`src/rtl/user_grant_read_if.sv`:
```
// Read-request / response handshake bundle for the user-protected register gate.
interface user_grant_read_if #(
  parameter int unsigned DATA_W = 8,
  parameter int unsigned ID_W   = 3
);
  logic              rd_valid;
  logic [ID_W-1:0]   usr_id;
  logic              rd_ready;
  logic              resp_valid;
  logic              resp_ready;
  logic [DATA_W-1:0] resp_data;
  logic              resp_err;

  modport master (
    output rd_valid, usr_id, resp_ready,
    input  rd_ready, resp_valid, resp_data, resp_err
  );

  modport slave (
    input  rd_valid, usr_id, resp_ready,
    output rd_ready, resp_valid, resp_data, resp_err
  );
endinterface

```
`src/rtl/user_grant_read.sv`:
```
// Read-side access gate: only GRANT_ID sees the register; repeated denials
// trigger a fixed-length lockout.
module user_grant_read #(
  parameter int unsigned     DATA_W      = 8,
  parameter int unsigned     ID_W        = 3,
  parameter logic [ID_W-1:0] GRANT_ID    = ID_W'(4),
  parameter int unsigned     MAX_FAILS   = 3,
  parameter int unsigned     LOCK_CYCLES = 16,
  localparam int unsigned    FC_W        = $clog2(MAX_FAILS + 1),
  localparam int unsigned    LC_W        = $clog2(LOCK_CYCLES + 1)
) (
  input  logic              clk,
  input  logic              rst_n,
  input  logic [DATA_W-1:0] reg_value,
  user_grant_read_if.slave  bus,
  output logic              locked,
  output logic [FC_W-1:0]   fail_cnt
);

  typedef enum logic [1:0] {
    S_IDLE,
    S_RESP,
    S_LOCK
  } state_t;

  state_t            state_q, state_d;
  logic [LC_W-1:0]   lock_cnt;
  logic              at_max;

  assign at_max = (fail_cnt == FC_W'(MAX_FAILS));

  always_ff @(posedge clk) begin
    if (!rst_n) state_q <= S_IDLE;
    else        state_q <= state_d;
  end

  always_comb begin
    state_d        = state_q;
    bus.rd_ready   = 1'b0;
    bus.resp_valid = 1'b0;
    locked         = 1'b0;
    unique case (state_q)
      S_IDLE: begin
        bus.rd_ready = 1'b1;
        if (bus.rd_valid) state_d = S_RESP;
      end
      S_RESP: begin
        bus.resp_valid = 1'b1;
        if (bus.resp_ready) state_d = at_max ? S_LOCK : S_IDLE;
      end
      S_LOCK: begin
        locked = 1'b1;
        // <=1 rather than ==1 so a corrupted zero count cannot wedge the lock
        if (lock_cnt <= LC_W'(1)) state_d = S_IDLE;
      end
      default: state_d = S_IDLE;
    endcase
  end

  always_ff @(posedge clk) begin
    if (!rst_n) begin
      bus.resp_data <= '0;
      bus.resp_err  <= 1'b0;
      fail_cnt      <= '0;
      lock_cnt      <= '0;
    end else begin
      unique case (state_q)
        S_IDLE: begin
          if (bus.rd_valid) begin
            if (bus.usr_id == GRANT_ID) begin
              bus.resp_data <= reg_value;
              bus.resp_err  <= 1'b0;
              fail_cnt      <= '0;
            end else begin
              bus.resp_data <= '0;
              bus.resp_err  <= 1'b1;
              if (!at_max) fail_cnt <= fail_cnt + FC_W'(1);
            end
          end
        end
        S_RESP: begin
          if (bus.resp_ready && at_max) lock_cnt <= LC_W'(LOCK_CYCLES);
        end
        S_LOCK: begin
          lock_cnt <= lock_cnt - LC_W'(1);
          if (lock_cnt <= LC_W'(1)) fail_cnt <= '0;
        end
        default: ;
      endcase
    end
  end

endmodule

```
`src/flat_wrapper.sv`:
```
// flat-port wrapper written by rule: the top's interface ports become plain ports
module user_grant_read_flat 
#(
  parameter int unsigned     DATA_W      = 8,
  parameter int unsigned     ID_W        = 3,
  parameter logic [ID_W-1:0] GRANT_ID    = ID_W'(4),
  parameter int unsigned     MAX_FAILS   = 3,
  parameter int unsigned     LOCK_CYCLES = 16,
  localparam int unsigned    FC_W        = $clog2(MAX_FAILS + 1),
  localparam int unsigned    LC_W        = $clog2(LOCK_CYCLES + 1)
)
  (clk, rst_n, reg_value, locked, fail_cnt, bus_rd_valid, bus_usr_id, bus_resp_ready, bus_rd_ready, bus_resp_valid, bus_resp_data, bus_resp_err);
  user_grant_read_if #(.DATA_W(DATA_W), .ID_W(ID_W)) bus_i ();
  input  logic clk;
  input  logic rst_n;
  input  logic [DATA_W-1:0] reg_value;
  output logic locked;
  output logic [FC_W-1:0] fail_cnt;
  input wire logic [$bits(bus_i.rd_valid)-1:0] bus_rd_valid;
  input wire logic [$bits(bus_i.usr_id)-1:0] bus_usr_id;
  input wire logic [$bits(bus_i.resp_ready)-1:0] bus_resp_ready;
  output wire logic [$bits(bus_i.rd_ready)-1:0] bus_rd_ready;
  output wire logic [$bits(bus_i.resp_valid)-1:0] bus_resp_valid;
  output wire logic [$bits(bus_i.resp_data)-1:0] bus_resp_data;
  output wire logic [$bits(bus_i.resp_err)-1:0] bus_resp_err;
  assign bus_i.rd_valid = bus_rd_valid;
  assign bus_i.usr_id = bus_usr_id;
  assign bus_i.resp_ready = bus_resp_ready;
  assign bus_rd_ready = bus_i.rd_ready;
  assign bus_resp_valid = bus_i.resp_valid;
  assign bus_resp_data = bus_i.resp_data;
  assign bus_resp_err = bus_i.resp_err;
  user_grant_read #(.DATA_W(DATA_W), .ID_W(ID_W), .GRANT_ID(GRANT_ID), .MAX_FAILS(MAX_FAILS), .LOCK_CYCLES(LOCK_CYCLES)) u_core (.clk(clk), .rst_n(rst_n), .reg_value(reg_value), .bus(bus_i), .locked(locked), .fail_cnt(fail_cnt));
endmodule
```
`config.mk`:
```
export PLATFORM = sky130hd
export DESIGN_NAME = user_grant_read_flat
export DESIGN_NICKNAME = d
export VERILOG_FILES = /design/src/rtl/user_grant_read_if.sv /design/src/rtl/user_grant_read.sv /design/src/flat_wrapper.sv
export SDC_FILE = /design/constraint.sdc
export NUM_CORES = 1
export LEC_CHECK = 0
export BUFFER_PORTS_ARGS = -buffer_cell sky130_fd_sc_hd__buf_2
export CELL_PAD_IN_SITES_DETAIL_PLACEMENT = 2
export CELL_PAD_IN_SITES_GLOBAL_PLACEMENT = 2
export CORE_MARGIN = 4
export CORE_UTILIZATION = 27
export CTS_BUF_LIST = sky130_fd_sc_hd__clkbuf_16
export CTS_CLUSTER_DIAMETER = 60
export CTS_CLUSTER_SIZE = 8
export DETAILED_ROUTE_END_ITERATION = 10
export PLACE_DENSITY_LB_ADDON = 0.1
export SETUP_SLACK_MARGIN = 0.4
export SLEW_MARGIN = 30
export SYNTH_ARGS = -nofsm -noshare
export SYNTH_HDL_FRONTEND = slang
export SYNTH_SLANG_ARGS = --single-unit
```
`constraint.sdc`:
```
create_clock -name clk -period 2.04 [get_ports clk]
set_input_delay 0.102 -clock clk [delete_from_list [all_inputs] [get_ports clk]]
set_output_delay 0.102 -clock clk [all_outputs]
set_load 0.005 [all_outputs]
```
# Yosys cells after proc, flatten, opt, wreduce, memory -nomap -nowiden
# Index checks and enable logic that the tools add are counted.
[word_totals]
elab_cells = 41
input_bits = 15
regBits = 18
output_inout_bits = 14
[op_classes]
eq_ne = 9
order_cmp = 1
reduce_logical = 8
n_addsub = 2
muxes = 16
[ops]
columns = ["cell", "count"]
rows = [
  ["$mux W2", 7],
  ["$pmux W5 S2", 1],
  ["$mux W8", 1],
  ["$pmux W2 S3", 1],
  ["$le A5 B1 Y1 const B", 1],
  ["$mux W5", 1],
  ["$sub A5 B1 Y5 const B", 1],
  ["$eq A2 B2 Y1 const B", 2],
  ["$mux W1", 4],
  ["$ne A2 B1 Y1 const B", 2],
  ["$ne A2 B2 Y1 const B", 2],
  ["$pmux W2 S2", 1],
  ["$reduce_and A2 Y1", 2],
  ["$reduce_and A4 Y1", 1],
  ["$reduce_bool A2 Y1", 2],
  ["$eq A3 B3 Y1 const B", 1],
  ["$ne A3 B3 Y1 const B", 1],
  ["$reduce_and A3 Y1", 1],
  ["$add A2 B1 Y2 const B", 1],
  ["$eq A2 B1 Y1 const B", 1],
  ["$logic_not A2 Y1", 1],
  ["$logic_and A1 B1 Y1", 1],
]

# Logic depth before layout (Yosys ltp)
[depth]
word_depth = 5
mapped_depth = 6
ltp_nobuf = 6

# Least setup slack after synthesis
# No wires, ideal clock.
[synth_path]
path_type = "register to register"
from = "reg u_core.lock_cnt[1]"
to = "reg u_core.fail_cnt[0]"
path_stages_with_launch = 7
arrival_ps = 1340
setup_time_ps = 132
required_time_ps = 1908
path_slack_ps = 568
path_cell_list = "dfxtp_1 inv_1 ha_1 o21bai_1 a221oi_1 nand4bb_1 o22ai_1"
[synth_via]
elab_chain_len = 3
[synth_lines]
columns = ["item", "line_no", "text"]
rows = [
  ["start, declared", "user_grant_read.sv:27", "logic [LC_W-1:0] lock_cnt;"],
  ["start signal, assigned", "user_grant_read.sv:82", "if (bus.resp_ready && at_max) lock_cnt <= LC_W'(LOCK_CYCLES);"],
  ["start signal, assigned", "user_grant_read.sv:85", "lock_cnt <= lock_cnt - LC_W'(1);"],
  ["$le A5 B1 Y1", "user_grant_read.sv:86", "if (lock_cnt <= LC_W'(1)) fail_cnt <= '0;"],
  ["$ne A2 B1 Y1 (no line)", "-", ""],
  ["$reduce_and A4 Y1 (no line)", "-", ""],
  ["end signal, assigned", "user_grant_read.sv:77", "if (!at_max) fail_cnt <= fail_cnt + FC_W'(1);"],
  ["end, declared", "user_grant_read.sv:17", "output logic [FC_W-1:0] fail_cnt"],
]
# No other way between the ends.
# A chain may end at the register's enable or synchronous reset.

# Worst setup path in the final report
[layout_path]
from = "reg u_core.lock_cnt[1]"
to = "reg u_core.fail_cnt[1]"
# The elaborated chain is that of the path after synthesis.

==> run summary <==
• maximum number of pins on one net before global-route repair: 16
• gp weighted congestion: 0.7583
• area post-placement: 965.9 sq um
• Clk Latency, worst-skew pair: 0.24 ns
• max-slew violation total from the final report: 0
• largest cells by area after synthesis: sky130_fd_sc_hd__dfxtp_1 44%, sky130_fd_sc_hd__a22oi_1 7.3%, sky130_fd_sc_hd__nor2_1 6.0%, sky130_fd_sc_hd__ha_1 4.6%, sky130_fd_sc_hd__buf_6 2.8%
• slew of the pin with the lowest slew margin: 0.5083 ns
• unrepaired setup endpoints after global routing: false
• total DRC errors in the routed layout: 0
• Crit path required time: 2.16 ns
• maximum capacitance violations: 0
• kind of cell adding the most delay to the critical path: compound AO/OA/AOI/OAI gates
• clock tree from TritonCTS: built
• summed instance area of the synthesized netlist: 818.3 sq um
• clock buffers created by TritonCTS: 3
• kind of end point of the critical path: register
• filler-free cell count of the finished design: 145
• worst clock skew: 0.002473 ns
• share of the clock period used by the worst path: 0.7385
• Horiz. Die Dim: 63.05 um
• sequential element share of the synthesized area: 0.4404
• Final TNS setup: 0 ns
• Buf+Inv Stages, Crit Path: 1
• die footprint: 3975 sq um
• num ports: 29
• number of buffers added on ports: 28
• placed wire-length estimate after detailed placement: 1.601 mm
• placed cell count: 142
• met2 Resource Use GR: 0.1884
• gr busiest metal: met2
• synthesis-to-layout area growth: 28.90%
• vertical extent of the die: 63.05 um
• cell with the largest stage delay on the worst path: sky130_fd_sc_hd__dfxtp_2
• cell chosen for the clock root: sky130_fd_sc_hd__clkbuf_16
• global-route wire length before repair: 3.774 mm
• clock period minus worst slack: 1.506 ns
• power per standard cell area: 931.0 nW/um^2
• worst slack on hold paths: 0.09237 ns
• largest area contributor in the netlist: sky130_fd_sc_hd__dfxtp_1
• type of the worst min-delay path: input port to register
• via count of the first global-routing pass: 767
• Max Buffers Root-to-Sink: 2
• post-CTS clock slew at the launch and capture registers of the worst setup and hold paths: 0.05 ns
• placement row count: 19
• Total Nets Final: 134
• Final Core Density: 0.3728
• global routing usage on met3: 0.03730
• number of hold violations in the final report: 0
• level count of the clock H-tree: 1
• final routed wire length divided by cell count: 14.48 um
• DR vias/cell: 5.131
• maximum cell stage delay along the critical path: 0.35 ns
• standby leakage power: 0.4855 nW
• largest fanout of any net on the critical path: 4
• Pre-antenna DRT Iters: 3
• Max-slew headroom: 0.6608
• Finished Cell Area: 1055 sq um
• nets in the synthesized netlist: 105
• fraction of synthesized cell area taken by the top area cell type: 0.4404
• Routed WL: 2.100 mm
• final worst setup slack: 0.5336 ns
• filler instances: 326
• vias post-DR: 744
• Antenna Nets Post-Route: 0
• Setup CP Type: register to register
• antenna diode instance count: 0
• count of endpoints failing setup in the final report: 0
• number of instances in the synthesized netlist: 87
• drt initial violations: 23
• average instance area after synthesis: 9.406 sq um
• core outline area: 2829 sq um
• Netlist cell types: 34
• highest clock frequency the design can meet: 663.8 MHz
• initial standard-cell utilization of the core: 0.2893
• Setup crit start kind: register
• Seq cells post-synth: 18
• Num Clock Sinks: 18
• run status: complete, no violations
• CP cell instances: inv_1 -> ha_1 -> o21bai_1 -> a221oi_2 -> nand4bb_1 -> o22ai_1
• pre-CTS setup slack: 0.3911 ns
• largest vdd supply drop: 0.3462 mV
• remaining global-route overflow: 0
• fraction of layout instances using a drive strength above 1: 0.3333
• number of antenna violations at the first check in global routing: 0
• Worst Path Arrival: 1.62 ns
• met1 layer usage reported by global route: 0.1505
• count of synthesis-stage warnings from yosys: 0
• Overall Global Routing Usage: 0.1185
• power consumption: 0.9820 mW
power breakdown:
part / total, mW / switching (mW) / internal, mW
logic: 0.180 / 0.0933 / 0.0865
registers: 0.419 / 0.0366 / 0.382
clock network: 0.383 / 0.126 / 0.258
worst paths after layout:
kind / from / end / slack, ns / cells after the start
worst max-delay path: u_core.lock_cnt[1] / u_core.fail_cnt[1] / 0.53 / 6
worst min-delay path: reg_value[4] / u_core.bus.resp_data[4] / 0.09 / 3
worst min register to register: u_core.fail_cnt[1] / u_core.fail_cnt[1] / 0.50 / 2
worst max register to register: u_core.lock_cnt[1] / u_core.fail_cnt[1] / 0.53 / 6
metal layers:
layer | vias up | wire [um]
li1 | 368 | -
met1 | 356 | 992
met2 | 18 | 989
met3 | 2 | 100
met4 | 0 | 17
met5 | - | 0
area by class of cell:
cell class / instances / area, sq um / share of cell area
clock buffer: 3 / 75.07 / 0.07117
inverter: 5 / 18.77 / 0.01779
multi-input combinational: 60 / 420.4 / 0.3986
sequential: 18 / 361.6 / 0.3428
tap: 31 / 38.79 / 0.03677
timing repair buffer: 28 / 140.1 / 0.1329
cells in the final DEF (no fill, tap or decap), types with 2 or more instances in the layout:
| cell | instances |
|---|---|
| sky130_fd_sc_hd__a21oi_1 | 2 |
| sky130_fd_sc_hd__a22oi_1 | 8 |
| sky130_fd_sc_hd__a311oi_1 | 2 |
| sky130_fd_sc_hd__buf_2 | 28 |
| sky130_fd_sc_hd__clkbuf_16 | 3 |
| sky130_fd_sc_hd__dfxtp_1 | 17 |
| sky130_fd_sc_hd__ha_1 | 3 |
| sky130_fd_sc_hd__inv_1 | 5 |
| sky130_fd_sc_hd__nand2_1 | 4 |
| sky130_fd_sc_hd__nand2b_1 | 2 |
| sky130_fd_sc_hd__nor2_1 | 13 |
| sky130_fd_sc_hd__nor3_1 | 3 |
| sky130_fd_sc_hd__o22ai_1 | 2 |
| sky130_fd_sc_hd__or3b_1 | 2 |
state kept, by name, indices dropped and copies added (netlist names):
| name | flops |
|---|---|
| u_core.bus.resp_data | 8 |
| u_core.lock_cnt | 5 |
| u_core.fail_cnt | 2 |
| u_core.bus.resp_err | 1 |
| u_core.state_q | 2 |
tightest hold or removal path: stages:
cell                      delay (ns)
sky130_fd_sc_hd__buf_2          0.07
sky130_fd_sc_hd__a22oi_1        0.05
sky130_fd_sc_hd__nor2_1         0.07
cell families after synthesis:
group                      share of synthesized area
AOI/OAI and AO/OA                             0.1697
adders and majority gates                    0.04588
muxes                                        0.01376
and+or+nand+nor                               0.2584
xor gates and xnor gates                     0.01071
DFF                                           0.4404
buffers and inverters                        0.06115
Yosys cell counts:
| cell | instances |
|---|---|
| sky130_fd_sc_hd__o21bai_1 | 1 |
| sky130_fd_sc_hd__o22ai_1 | 2 |
| sky130_fd_sc_hd__a311oi_1 | 2 |
| sky130_fd_sc_hd__a21oi_1 | 2 |
| sky130_fd_sc_hd__a2111oi_0 | 1 |
| sky130_fd_sc_hd__nor2_1 | 13 |
| sky130_fd_sc_hd__nand3b_1 | 1 |
| sky130_fd_sc_hd__a31oi_1 | 1 |
| sky130_fd_sc_hd__o21a_1 | 1 |
| sky130_fd_sc_hd__nand4b_1 | 1 |
| sky130_fd_sc_hd__and3_1 | 1 |
| sky130_fd_sc_hd__nor2b_1 | 1 |
| sky130_fd_sc_hd__buf_6 | 2 |
| sky130_fd_sc_hd__nor2_8 | 1 |
| sky130_fd_sc_hd__inv_1 | 5 |
| sky130_fd_sc_hd__a221oi_1 | 1 |
| sky130_fd_sc_hd__ha_1 | 3 |
| sky130_fd_sc_hd__mux2_2 | 1 |
| sky130_fd_sc_hd__nor4_1 | 1 |
| sky130_fd_sc_hd__nand4bb_1 | 1 |
| sky130_fd_sc_hd__or3b_1 | 2 |
| sky130_fd_sc_hd__nor3_1 | 3 |
| sky130_fd_sc_hd__dfxtp_1 | 18 |
| sky130_fd_sc_hd__nor4b_1 | 1 |
| sky130_fd_sc_hd__or2_2 | 1 |
| sky130_fd_sc_hd__nand2b_1 | 2 |
| sky130_fd_sc_hd__nand2_1 | 4 |
| sky130_fd_sc_hd__buf_2 | 1 |
| sky130_fd_sc_hd__and2b_2 | 1 |
| sky130_fd_sc_hd__clkbuf_1 | 1 |
| sky130_fd_sc_hd__a22oi_1 | 8 |
| sky130_fd_sc_hd__nand3_1 | 1 |
| sky130_fd_sc_hd__xor2_1 | 1 |
| sky130_fd_sc_hd__nor3b_1 | 1 |
what timing repair did:
item / in CTS / in global routing
setup buffers: 0 / 0
resized for setup: 1 / 2
hold buffers: 0 / 0
setup endpoints to repair: 2 / 4
pin swaps: 0 / 2
Note: power is estimated with default switching activity, not from simulation.
